### config.mk
export PLATFORM = sky130hd
export DESIGN_NAME = register_file_mp
export DESIGN_NICKNAME = d
export VERILOG_FILES = /design/src/rtl/rf_pkg.sv /design/src/rtl/rf_scoreboard.sv /design/src/rtl/register_file_mp.sv
export SDC_FILE = /design/constraint.sdc
export NUM_CORES = 1
export LEC_CHECK = 0
export CAP_MARGIN = 20
export CORE_MARGIN = 8
export CORE_UTILIZATION = 60
export CTS_BUF_LIST = sky130_fd_sc_hd__clkbuf_8
export DETAILED_ROUTE_END_ITERATION = 10
export PLACE_DENSITY = 0.85
export REMOVE_ABC_BUFFERS = 1
export SYNTH_ARGS = -nofsm -noshare
export SYNTH_HDL_FRONTEND = slang
export SYNTH_SLANG_ARGS = --single-unit
### constraint.sdc
create_clock -name clk_i -period 8.7 [get_ports clk_i]
set_input_delay 1.305 -clock clk_i [delete_from_list [all_inputs] [get_ports clk_i]]
set_output_delay 1.305 -clock clk_i [all_outputs]
set_load 0.02 [all_outputs]
### src/rtl/rf_pkg.sv
// Shared types and constants for the multi-port register file.
package rf_pkg;

  // Clear sequencer state: CLEAR walks the bank writing zeros, READY serves traffic.
  typedef enum logic [0:0] {
    CLEAR = 1'b0,
    READY = 1'b1
  } rf_state_t;

  // Architectural zero register; never written, never pending, always reads 0.
  localparam int unsigned RF_ZERO_REG = 0;

endpackage

### src/rtl/rf_scoreboard.sv
// Pending-write scoreboard: one bit per register, set by reserve, cleared by write,
// with a combinational lookup per read port for RAW hazard detection.
module rf_scoreboard
  import rf_pkg::*;
#(
  parameter int unsigned WORDS       = 32,
  parameter int unsigned SELECT_SIZE = $clog2(WORDS),
  parameter int unsigned READ_PORTS  = 2,
  parameter int unsigned BYPASS      = 1
) (
  input  logic                              clk_i,
  input  logic                              rst_i,
  input  logic                              set_i,
  input  logic [SELECT_SIZE-1:0]            set_idx_i,
  input  logic                              clr_i,
  input  logic [SELECT_SIZE-1:0]            clr_idx_i,
  input  logic [READ_PORTS*SELECT_SIZE-1:0] rd_sel_i,
  output logic [READ_PORTS-1:0]             busy_o
);

  localparam logic [SELECT_SIZE-1:0] ZeroSel = SELECT_SIZE'(RF_ZERO_REG);

  logic [WORDS-1:0] pend_q, pend_d;

  // Next pending vector: a reserve in the same cycle as a write wins (new producer).
  always_comb begin
    pend_d = pend_q;
    if (clr_i) begin
      pend_d[clr_idx_i] = 1'b0;
    end
    if (set_i) begin
      pend_d[set_idx_i] = 1'b1;
    end
    pend_d[RF_ZERO_REG] = 1'b0;
  end

  // Pending vector register, cleared by reset.
  always_ff @(posedge clk_i) begin
    if (rst_i) begin
      pend_q <= '0;
    end else begin
      pend_q <= pend_d;
    end
  end

  for (genvar p = 0; p < READ_PORTS; p++) begin : g_lookup
    logic [SELECT_SIZE-1:0] sel;
    logic                   masked;

    assign sel = rd_sel_i[p*SELECT_SIZE +: SELECT_SIZE];

    // A same-cycle write resolves the hazard (data is forwarded) unless a same-cycle
    // reserve re-claims the register.
    assign masked = (BYPASS != 0) && clr_i && (clr_idx_i == sel) &&
                    !(set_i && (set_idx_i == sel));

    assign busy_o[p] = (sel != ZeroSel) && pend_q[sel] && !masked;
  end

endmodule

### src/rtl/register_file_mp.sv
// Multi-port register file with optional write bypass, pending-write scoreboard and a
// hardware clear sequencer that zeroes the bank after reset.
module register_file_mp
  import rf_pkg::*;
#(
  parameter int unsigned DATA_WIDTH  = 32,
  parameter int unsigned WORDS       = 32,
  parameter int unsigned SELECT_SIZE = $clog2(WORDS),
  parameter int unsigned READ_PORTS  = 2,
  parameter int unsigned BYPASS      = 1
) (
  input  logic                              clk_i,
  input  logic                              rst_i,
  output logic                              ready_o,
  input  logic                              reg_we_i,
  input  logic [SELECT_SIZE-1:0]            reg_dst_i,
  input  logic [DATA_WIDTH-1:0]             data_i,
  input  logic [READ_PORTS*SELECT_SIZE-1:0] rd_sel_i,
  output logic [READ_PORTS*DATA_WIDTH-1:0]  rd_data_o,
  input  logic                              reserve_i,
  input  logic [SELECT_SIZE-1:0]            reserve_dst_i,
  output logic [READ_PORTS-1:0]             busy_o
);

  localparam logic [SELECT_SIZE-1:0] ZeroSel = SELECT_SIZE'(RF_ZERO_REG);
  localparam logic [SELECT_SIZE-1:0] LastSel = SELECT_SIZE'(WORDS - 1);
  localparam logic [SELECT_SIZE-1:0] OneSel  = SELECT_SIZE'(1);

  rf_state_t              state_q, state_d;
  logic [SELECT_SIZE-1:0] clr_idx_q, clr_idx_d;
  logic [DATA_WIDTH-1:0]  bank_q [WORDS];

  logic                   is_ready;
  logic                   wr_en;
  logic                   rsv_en;
  logic [READ_PORTS-1:0]  sb_busy;

  assign is_ready = (state_q == READY);
  // Reset dominates every other input, so it also suppresses same-cycle writes/reserves.
  assign wr_en    = is_ready && !rst_i && !reg_we_i && (reg_dst_i != ZeroSel);
  assign rsv_en   = is_ready && !rst_i && reserve_i && (reserve_dst_i != ZeroSel);
  assign ready_o  = is_ready;

  // Clear sequencer next state: step the index each cycle, leave after the last register.
  always_comb begin
    state_d   = state_q;
    clr_idx_d = clr_idx_q;
    unique case (state_q)
      CLEAR: begin
        clr_idx_d = clr_idx_q + OneSel;
        if (clr_idx_q == LastSel) begin
          state_d = READY;
        end
      end
      READY: begin
        state_d = READY;
      end
      default: begin
        state_d = CLEAR;
      end
    endcase
  end

  // Sequencer state register; x0 is never stored so clearing starts at index 1.
  always_ff @(posedge clk_i) begin
    if (rst_i) begin
      state_q   <= CLEAR;
      clr_idx_q <= OneSel;
    end else begin
      state_q   <= state_d;
      clr_idx_q <= clr_idx_d;
    end
  end

  // Bank storage: zero-fill while clearing, otherwise accept the architectural write.
  always_ff @(posedge clk_i) begin
    if (!rst_i) begin
      if (state_q == CLEAR) begin
        bank_q[clr_idx_q] <= '0;
      end else if (wr_en) begin
        bank_q[reg_dst_i] <= data_i;
      end
    end
  end

  rf_scoreboard #(
    .WORDS      (WORDS),
    .SELECT_SIZE(SELECT_SIZE),
    .READ_PORTS (READ_PORTS),
    .BYPASS     (BYPASS)
  ) u_scoreboard (
    .clk_i    (clk_i),
    .rst_i    (rst_i),
    .set_i    (rsv_en),
    .set_idx_i(reserve_dst_i),
    .clr_i    (wr_en),
    .clr_idx_i(reg_dst_i),
    .rd_sel_i (rd_sel_i),
    .busy_o   (sb_busy)
  );

  assign busy_o = sb_busy & {READ_PORTS{is_ready}};

  for (genvar p = 0; p < READ_PORTS; p++) begin : g_read
    logic [SELECT_SIZE-1:0] sel;
    logic [DATA_WIDTH-1:0]  rdata;

    assign sel = rd_sel_i[p*SELECT_SIZE +: SELECT_SIZE];

    // Read mux: zero while clearing or for x0, forwarded write data, else bank contents.
    always_comb begin
      rdata = '0;
      if (is_ready && (sel != ZeroSel)) begin
        if ((BYPASS != 0) && wr_en && (reg_dst_i == sel)) begin
          rdata = data_i;
        end else begin
          rdata = bank_q[sel];
        end
      end
    end

    assign rd_data_o[p*DATA_WIDTH +: DATA_WIDTH] = rdata;
  end

endmodule

* Yosys cells after proc, flatten, opt, wreduce, memory -nomap -nowiden
Memories as Yosys holds them, arrays and structs flattened.
Cells that the tools add are included.
** Word-level totals
- Register bits after elaboration :: 38
- Bits in writable memories :: 1024
- Memories :: 1
- Word-level logic and storage cells :: 78
** Memories
- bank_q :: words 32, bits a word 32, rd ports 2, clocked after Yosys merged registers in 0, wr ports 1, line register_file_mp.sv:31 : logic [DATA_WIDTH-1:0] bank_q [WORDS];
** Operators by class
- Muxes and demuxes :: 26
- Equality and inequality tests :: 5
- $add $sub $neg :: 1
- Bitwise operators :: 5
- Order comparisons :: 6
- Reduce and logical (&&, ||, !) cells :: 30
** Operators with widths (number)
- 2-to-1 mux 32 bit :: 7
- bitwise AND 32 bit :: 1
- inverter 32 bit :: 1
- bitwise OR 32 bit :: 1
- OR reduction 32 bit :: 1
- less-than comparator 5 x 6 -> 1 bit (second input constant) :: 4
- equality test 5 bit :: 4
- nonzero test 5 bit :: 4
- logical AND 1 bit :: 19
- 2-to-1 mux 1 bit :: 13
- binary-select mux 1 bit (select 5 bit) :: 2
- demux 1 bit (select 5 bit) :: 2
- greater-or-equal comparator 5 x 1 -> 1 bit (second input constant) :: 2
- logical NOT 1 bit :: 6
- adder 5 x 1 -> 5 bit (second input constant) :: 1
- equality test 5 bit (second input constant) :: 1
- 2-to-1 mux 5 bit :: 1
- bitwise AND 2 bit :: 1
- one-hot mux 1 bit (2 select lines) :: 1
- inverter 1 bit :: 1

* Logic depth before layout (Yosys ltp)
Gate-level depths: netlist (run 1).
- Depth after elaboration :: 10
- Mapped depth :: 9
- Depth with buffers taken out :: 5

* By module
A second synthesis (run 1) with hierarchy kept.
** Second synthesis, totals
- Cells, all modules :: 2880
- Area, all modules :: 50598.5 µm²
** Modules (own cells, without submodules)
- register_file_mp :: cells each 2638, instances 1, area an instance 48509.0 µm²
- rf_scoreboard :: cells each 242, instances 1, area an instance 2089.5 µm²

* Least setup slack after synthesis (run 1)
OpenSTA, ideal clock, no wires.
- Kind :: input to output
- From :: in rst_i
- To :: out rd_data_o[30]
- Path slack :: 3821 ps
- Stages on the path :: 6
- Arrival time :: 3574 ps
- Buffers on the path :: 1
- Cells stage by stage :: clkbuf_1 nor3b_2 o41ai_4 nor3_2 a2111oi_0 a2111oi_0
** On the way
- Cells in the longest elaborated chain, start to end :: 7
** RTL lines
- start, declared :: line register_file_mp.sv:13 : input logic rst_i,
- logical NOT 1 bit
- logical AND 1 bit (3 in series) :: line register_file_mp.sv:40 : assign wr_en = is_ready && !rst_i && !reg_we_i && (reg_dst_i != ZeroSel);
- logical AND 1 bit :: line register_file_mp.sv:114 : if ((BYPASS != 0) && wr_en && (reg_dst_i == sel)) begin
- 2-to-1 mux 32 bit :: line register_file_mp.sv:114
- 2-to-1 mux 32 bit :: line register_file_mp.sv:113 : if (is_ready && (sel != ZeroSel)) begin
- end, declared :: line register_file_mp.sv:19 : output logic [READ_PORTS*DATA_WIDTH-1:0] rd_data_o,
No other way between the ends.

* Final worst setup path (run 1)
- From :: in reg_dst_i[0]
- To :: out rd_data_o[18]
** On the way
- Cells in the longest elaborated chain, start to end :: 5
- Elaborated cells between the ends (all ways) :: 6
** RTL lines
- start, declared :: line register_file_mp.sv:16 : input logic [SELECT_SIZE-1:0] reg_dst_i,
- nonzero test 5 bit :: line register_file_mp.sv:40
- logical AND 1 bit :: line register_file_mp.sv:40
- logical AND 1 bit * :: line register_file_mp.sv:114
- 2-to-1 mux 32 bit * :: line register_file_mp.sv:114
- 2-to-1 mux 32 bit * :: line register_file_mp.sv:113
Every way passes the cells marked *; elsewhere a longest branch is shown, timed or not.

==> impl_metrics.toml, run 1 <==
[status]
status = "complete, no violations"

[cts]
post_cts_buffers = 0
cts_buffer_depth = 3
cts_tree = "built"
path_clk_slew_ns = 0.06
clock_latency_ns = 0.82
numCtsBuffers = 163
cts_resized = 0
holdBufCountCts = 0
h-tree-depth = 4
cts.sinks = 1061
clockRootBuffer = "clkbuf_8"

[routing]
drtIter0Drc = 4768
totalWireLength_mm = 148
post-route-drc-count = 0
vias = 32100
wl_met2_mm = 69.7
first_pass_iters = 6
top_layer_used = "met5"
antenna_left = 0
dr_wl_met3_mm = 21.3
viasPerCell = 7.68
drt-met1-wl_mm = 47.4
routedWlPerCell_um = 35.3

[flow_run]
maxCapViolations = 0

[die]
dieArea_um2 = 93100
die_x_um = 305
start_util_pct = 60.2
core_area_um2 = 83300
core.rowCount = 106
die_h_um = 305
io_pins = 123

[power_and_ir_drop]
ir_drop_v = 0.000154
power.leakage_nw = 17.1
p_per_area_nw_per_um2 = 185

[timing]
skew_ns = 0.0343
worst_pin_slew_ns = 1.09
rsz0062_at_grt = "false"
post-route-min-period_ns = 6.56
finalSetupTns_ns = 0
fmax_mhz = 152
finalMaxSlewViolations = 0
fin_crit_sh_pct = 75.4
setup_viol = 0
final_hold_viol_count = 0
slew_headroom_pct = 27.6

[hold_path]
min_from = "u_scoreboard.pend_q[10]$_SDFF_PP0_"
worstHoldPathCells = 2
worstHoldPathType = "reg2reg"
hold_end = "u_scoreboard.pend_q[10]$_SDFF_PP0_"

[worst_setup_path]
crit_fanout = 16
reg2reg_slack_ns = 5.05
arrival_ns = 5.26
cp-start-kind = "primary input"
worstReg2RegEnd = "bank_q[3][30]$_DFFE_PP_"
end_kind = "output port"
reg2reg_depth = 8
rr_startpoint = "ready_o$_SDFF_PP0_"
cp_data_required_time_ns = 7.39
critPathKind = "in2out"

[placement]
portBuffers = 122
dp_cells = 3885
place_area_um2 = 52800
gp_congestion = 0.845
place_hpwl_mm = 82.0

[finish]
design_area_um2 = 55800
area_delta_synth_final_pct = 11.3
drive_gt1_share_pct = 24.6
stdcell_count = 4181
fin_nets = 3028
fin_util_pct = 67.0

[logic_synthesis]
synth_seq_area_share_pct = 62.8
synth_area_leaders = "edfxtp_1, mux4_2, mux2i_1"
ys_ff_latch = 1061
synth_top_area_share_pct = 61.3
yosys.area_share.simple_pct = 2.53
synth_ff_type = "edfxtp_1"
synth_cell_types = 51
yosys.area_share.adder_pct = 0.0499
synthesis.area_um2 = 50200
synth_xor_area_share_pct = 0.384
avgSynthCellArea_um2 = 17.7
synthCells = 2842
synthArstFlopShare_pct = 0
synth_top_family_by_area = "multiplexers"
synth_compound_area_share_pct = 7.40
synth-edff-count = 1024
yosysTopAreaCell = "edfxtp_1"
muxShareOfSynthArea_pct = 24.8
yosysWarnings = 0

[global_routing]
track_usage_pct = 31.4
overflow = 0
grt_pass1_wl_mm = 216
grt_pass1_vias = 33600
grt_max_degree = 82
antenna_found_initial = 3
## how the worst max path moves through the flow
stage                               end  cells past startpoint          from  slack [ns]
final                     rd_data_o[18]                      9  reg_dst_i[0]        2.14
after global routing      rd_data_o[16]                      9  reg_dst_i[0]        2.06
after CTS                 rd_data_o[18]                      9  reg_dst_i[0]        2.21
after detailed placement   rd_data_o[8]                      9  reg_dst_i[0]        2.23
after global placement     rd_data_o[8]                      9  reg_dst_i[1]        2.29
after floorplan           rd_data_o[62]                      5      reg_we_i        2.91
## sequential cells by signal (all words and copies together) (netlist names)
name / cells
u_scoreboard.pend_q: 31
bank_q: 1024
clr_idx_q: 5
ready_o: 1
## layer usage
| layer | GRT usage (%) | up-vias |
|---|---|---|
| li1 | - | 12500 |
| met3 | 8.18 | 671 |
| met4 | 17.8 | 2 |
| met5 | 0 | - |
| met1 | 39.5 | 16100 |
| met2 | 49.9 | 2879 |
## layout by cell type (no fill, tap or decap), types with 7 or more instances in the layout
master and count:
edfxtp_1 1024, mux4_2 406, mux2i_1 323, clkbuf_8 169
o221ai_1 124, o22ai_1 124, clkdlybuf4s50_1 114, a21oi_1 86
buf_4 82, nor3_1 68, a211oi_1 66, a211o_1 62
inv_1 55, nand2_1 47, o21ai_0 40, dfxtp_1 37
clkinv_1 35, and2_1 32, nor2_4 32, clkinv_2 20
nor2b_1 17, xnor2_1 15, nor2_1 15, nand3_1 9
xor2_1 7
## per-stage QoR
step	hold slack [ns]	total power, mW	worst slack [ns]
after floorplan	0.454	6.05	2.91
after global placement	0.471	6.40	2.29
after detailed placement	0.481	6.43	2.23
after CTS	0.489	10.3	2.21
after global routing	0.514	10.6	2.06
final	0.494	10.3	2.14
## cell usage after synthesis, types with 7 or more instances
library cell and instances:
nor2b_1 17, buf_1 29, nand3_1 9, nand2_1 49, o221ai_1 124, and2_1 32, clkbuf_1 124, a21oi_1 88
edfxtp_1 1024, nor2_1 47, nand2b_1 8, dfxtp_1 37, nor3_1 69, buf_2 84, o22ai_1 124, xor2_1 7
o21ai_0 40, a211o_1 62, mux4_2 406, xnor2_1 15, a211oi_1 66, mux2i_1 323
## layout make-up
type,count,area (um^2)
antenna,3,7.51
tap,1080,1350
multi-input combinational,1533,18000
timing repair buffer,206,1930
clock buffer,167,2300
inverter,5,18.8
clock inverter,126,786
sequential,1061,31500
fill,5146,27400
## power by group
| part | switching (mW) | total [mW] | internal [mW] |
|---|---|---|---|
| Clock | 2.00 | 3.99 | 1.99 |
| Combinational | 0.447 | 0.738 | 0.292 |
| Sequential | 0.0264 | 5.60 | 5.58 |
| Total | 2.47 | 10.3 | 7.86 |
## logic make-up (layout without fill, tap and decap cells)
logic type | Yosys count | count (layout)
other cells | 0 | 3
mux | 733 | 733
simple gates | 254 | 254
buf+inv | 248 | 504
flops | 1061 | 1061
fa+ha+maj | 2 | 2
compound gates | 522 | 522
xor+xnor | 22 | 22
## critical path, cell delays in order
cell and delay (ns):
clkdlybuf4s50_1 0.59, or2_0 0.63, o41ai_4 0.09, buf_4 0.24, o311ai_4 0.95, buf_4 0.49, nor3_1 0.12, a211o_1 0.29
clkdlybuf4s50_1 0.54
No activity file was read; power rests on OpenSTA's default activity.
==> run 2: changes to the inputs <==
==> constraint.sdc (replaced) <==
create_clock -name clk_i -period 6.25 [get_ports clk_i]
set_input_delay 0.9375 -clock clk_i [delete_from_list [all_inputs] [get_ports clk_i]]
set_output_delay 0.9375 -clock clk_i [all_outputs]
set_load 0.02 [all_outputs]
==> impl_metrics.toml, run 2 (synthesized netlist as in run 1, its figures left out) <==
[hold_path]
min_from = "u_scoreboard.pend_q[1]$_SDFF_PP0_"
worstHoldPathType = "reg2reg"
worstHoldPathCells = 2
hold_end = "u_scoreboard.pend_q[1]$_SDFF_PP0_"

[timing]
finalSetupTns_ns = 0
skew_ns = 0.0369
fin_crit_sh_pct = 94.7
final_hold_viol_count = 0
slew_headroom_pct = 23.5
worst_slack_ns = 0.329
post-route-min-period_ns = 5.92
worst_hold_slack_ns = 0.506
finalMaxSlewViolations = 0
worst_pin_slew_ns = 1.14
setup_viol = 0
rsz0062_at_grt = "false"
fmax_mhz = 169

[worst_setup_path]
end_kind = "output port"
critical_path_buf_inv_count = 4
reg2reg_depth = 6
crit_start = "reg_dst_i[1]"
reg2reg_slack_ns = 2.87
critPathKind = "in2out"
worstReg2RegEnd = "bank_q[6][5]$_DFFE_PP_"
cp-start-kind = "primary input"
rr_startpoint = "ready_o$_SDFF_PP0_"
max_stage_delay_ns = 0.79
cp_data_required_time_ns = 5.31
critical_path.top_delay_family = "buffers and inverters"
crit_fanout = 17
arrival_ns = 4.98
cp_slowest_cell = "a2111oi_1"
crit_chain = "clkdlybuf4s50_1 -> or2_0 -> o41ai_4 -> buf_4 -> nor3_4 -> buf_4 -> a2111oi_0 -> a2111oi_1 -> clkdlybuf4s50_1"

[placement]
gp_congestion = 0.882
dp_slack_ns = 0.174
dp_cells = 3911
portBuffers = 122
place_hpwl_mm = 87.2

[finish]
drive_gt1_share_pct = 25.4
area_delta_synth_final_pct = 12.4
regMostFlops = "bank_q"
mostFrequentLayoutCells = "edfxtp_1, mux4_2, mux2i_1, clkbuf_8"
largestRegisters = "bank_q (1024), u_scoreboard.pend_q (31), clr_idx_q (5)"
fill_cells = 5005
stdcell_count = 4201
seqCellArea_um2 = 31500
fin_nets = 3053
multiInputGateArea_um2 = 18000
largest_reg_flops = 1024
final_common_cell = "edfxtp_1"

[global_routing]
antenna_found_initial = 8
track_usage_pct = 31.3
grt_pass1_wl_mm = 216
grt_max_degree = 66
grt_pass1_vias = 34100
overflow = 0

[routing]
totalWireLength_mm = 147
viasPerCell = 7.62
post-route-drc-count = 0
routedWlPerCell_um = 35.0
first_pass_iters = 6
drtIter0Drc = 5008
vias = 32000
antenna_left = 0

[die]
core_area_um2 = 83300
start_util_pct = 60.2
dieArea_um2 = 93100
core.rowCount = 106
die_h_um = 305
die_x_um = 305
io_pins = 123

[flow_run]
maxCapViolations = 0

[cts]
cts_tree = "built"
holdBufCountCts = 0
cts_buffer_depth = 3
clockRootBuffer = "clkbuf_8"
numCtsBuffers = 162
path_clk_slew_ns = 0.06
clock_latency_ns = 0.85
cts.sinks = 1061
h-tree-depth = 4

[power_and_ir_drop]
p_per_area_nw_per_um2 = 257
power.leakage_nw = 17.3
ir_drop_v = 0.000220
finalPower_mw = 14.5

[status]
status = "complete, no violations"
==> run 2: layout make-up <==
type / count / area share (%)
clock inverter: 122 / 1.46
timing repair buffer: 232 / 4.38
sequential: 1061 / 55.8
inverter: 5 / 0.0333
antenna: 2 / 0.00887
clock buffer: 166 / 4.05
tap: 1080 / 2.40
multi-input combinational: 1533 / 31.8
==> run 2: how the worst max path moves through the flow <==
stage	end	depth (start not counted)
2_1_floorplan	rd_data_o[62]	5
3_3_place_gp	rd_data_o[30]	9
3_5_place_dp	rd_data_o[30]	9
4_1_cts	rd_data_o[30]	9
5_1_grt	rd_data_o[30]	9
6_report	rd_data_o[30]	9
==> run 2: power breakdown <==
part	switching (mW)	leakage (nW)	internal (mW)	total (mW)
clock network	2.77	1.71	2.87	5.63
registers	0.0360	8.37	7.76	7.80
logic	0.627	7.18	0.417	1.04
==> run 2: what timing repair did <==
item	4_1_cts	5_1_grt
resized for setup	0	1
buffers inserted	0	0
setup endpoints to repair	0	1
==> run 2: tightest hold or removal path: stages, from the launching register on <==
cell     delay, ns
dfxtp_1       0.32
o21ai_0       0.07
a21oi_1       0.07
==> run 2: stage by stage <==
| step | utilization (%) | instance area, um^2 |
|---|---|---|
| after floorplan | - | 49100 |
| after global placement | 64.0 | 53300 |
| after detailed placement | 64.0 | 53300 |
| after CTS | 67.7 | 56400 |
| after global routing | 67.7 | 56400 |
| final | 67.7 | 56400 |
==> run 2: metal layers <==
metal,part of all wire [%],up-vias,wire (um),track usage (%)
met1,32,16000,46700,37.9
met2,48,2804,70000,50.0
met3,14,736,20000,8.70
met4,7.0,8,10300,19.8
li1,-,12500,-,-
met5,0.036,-,53,0
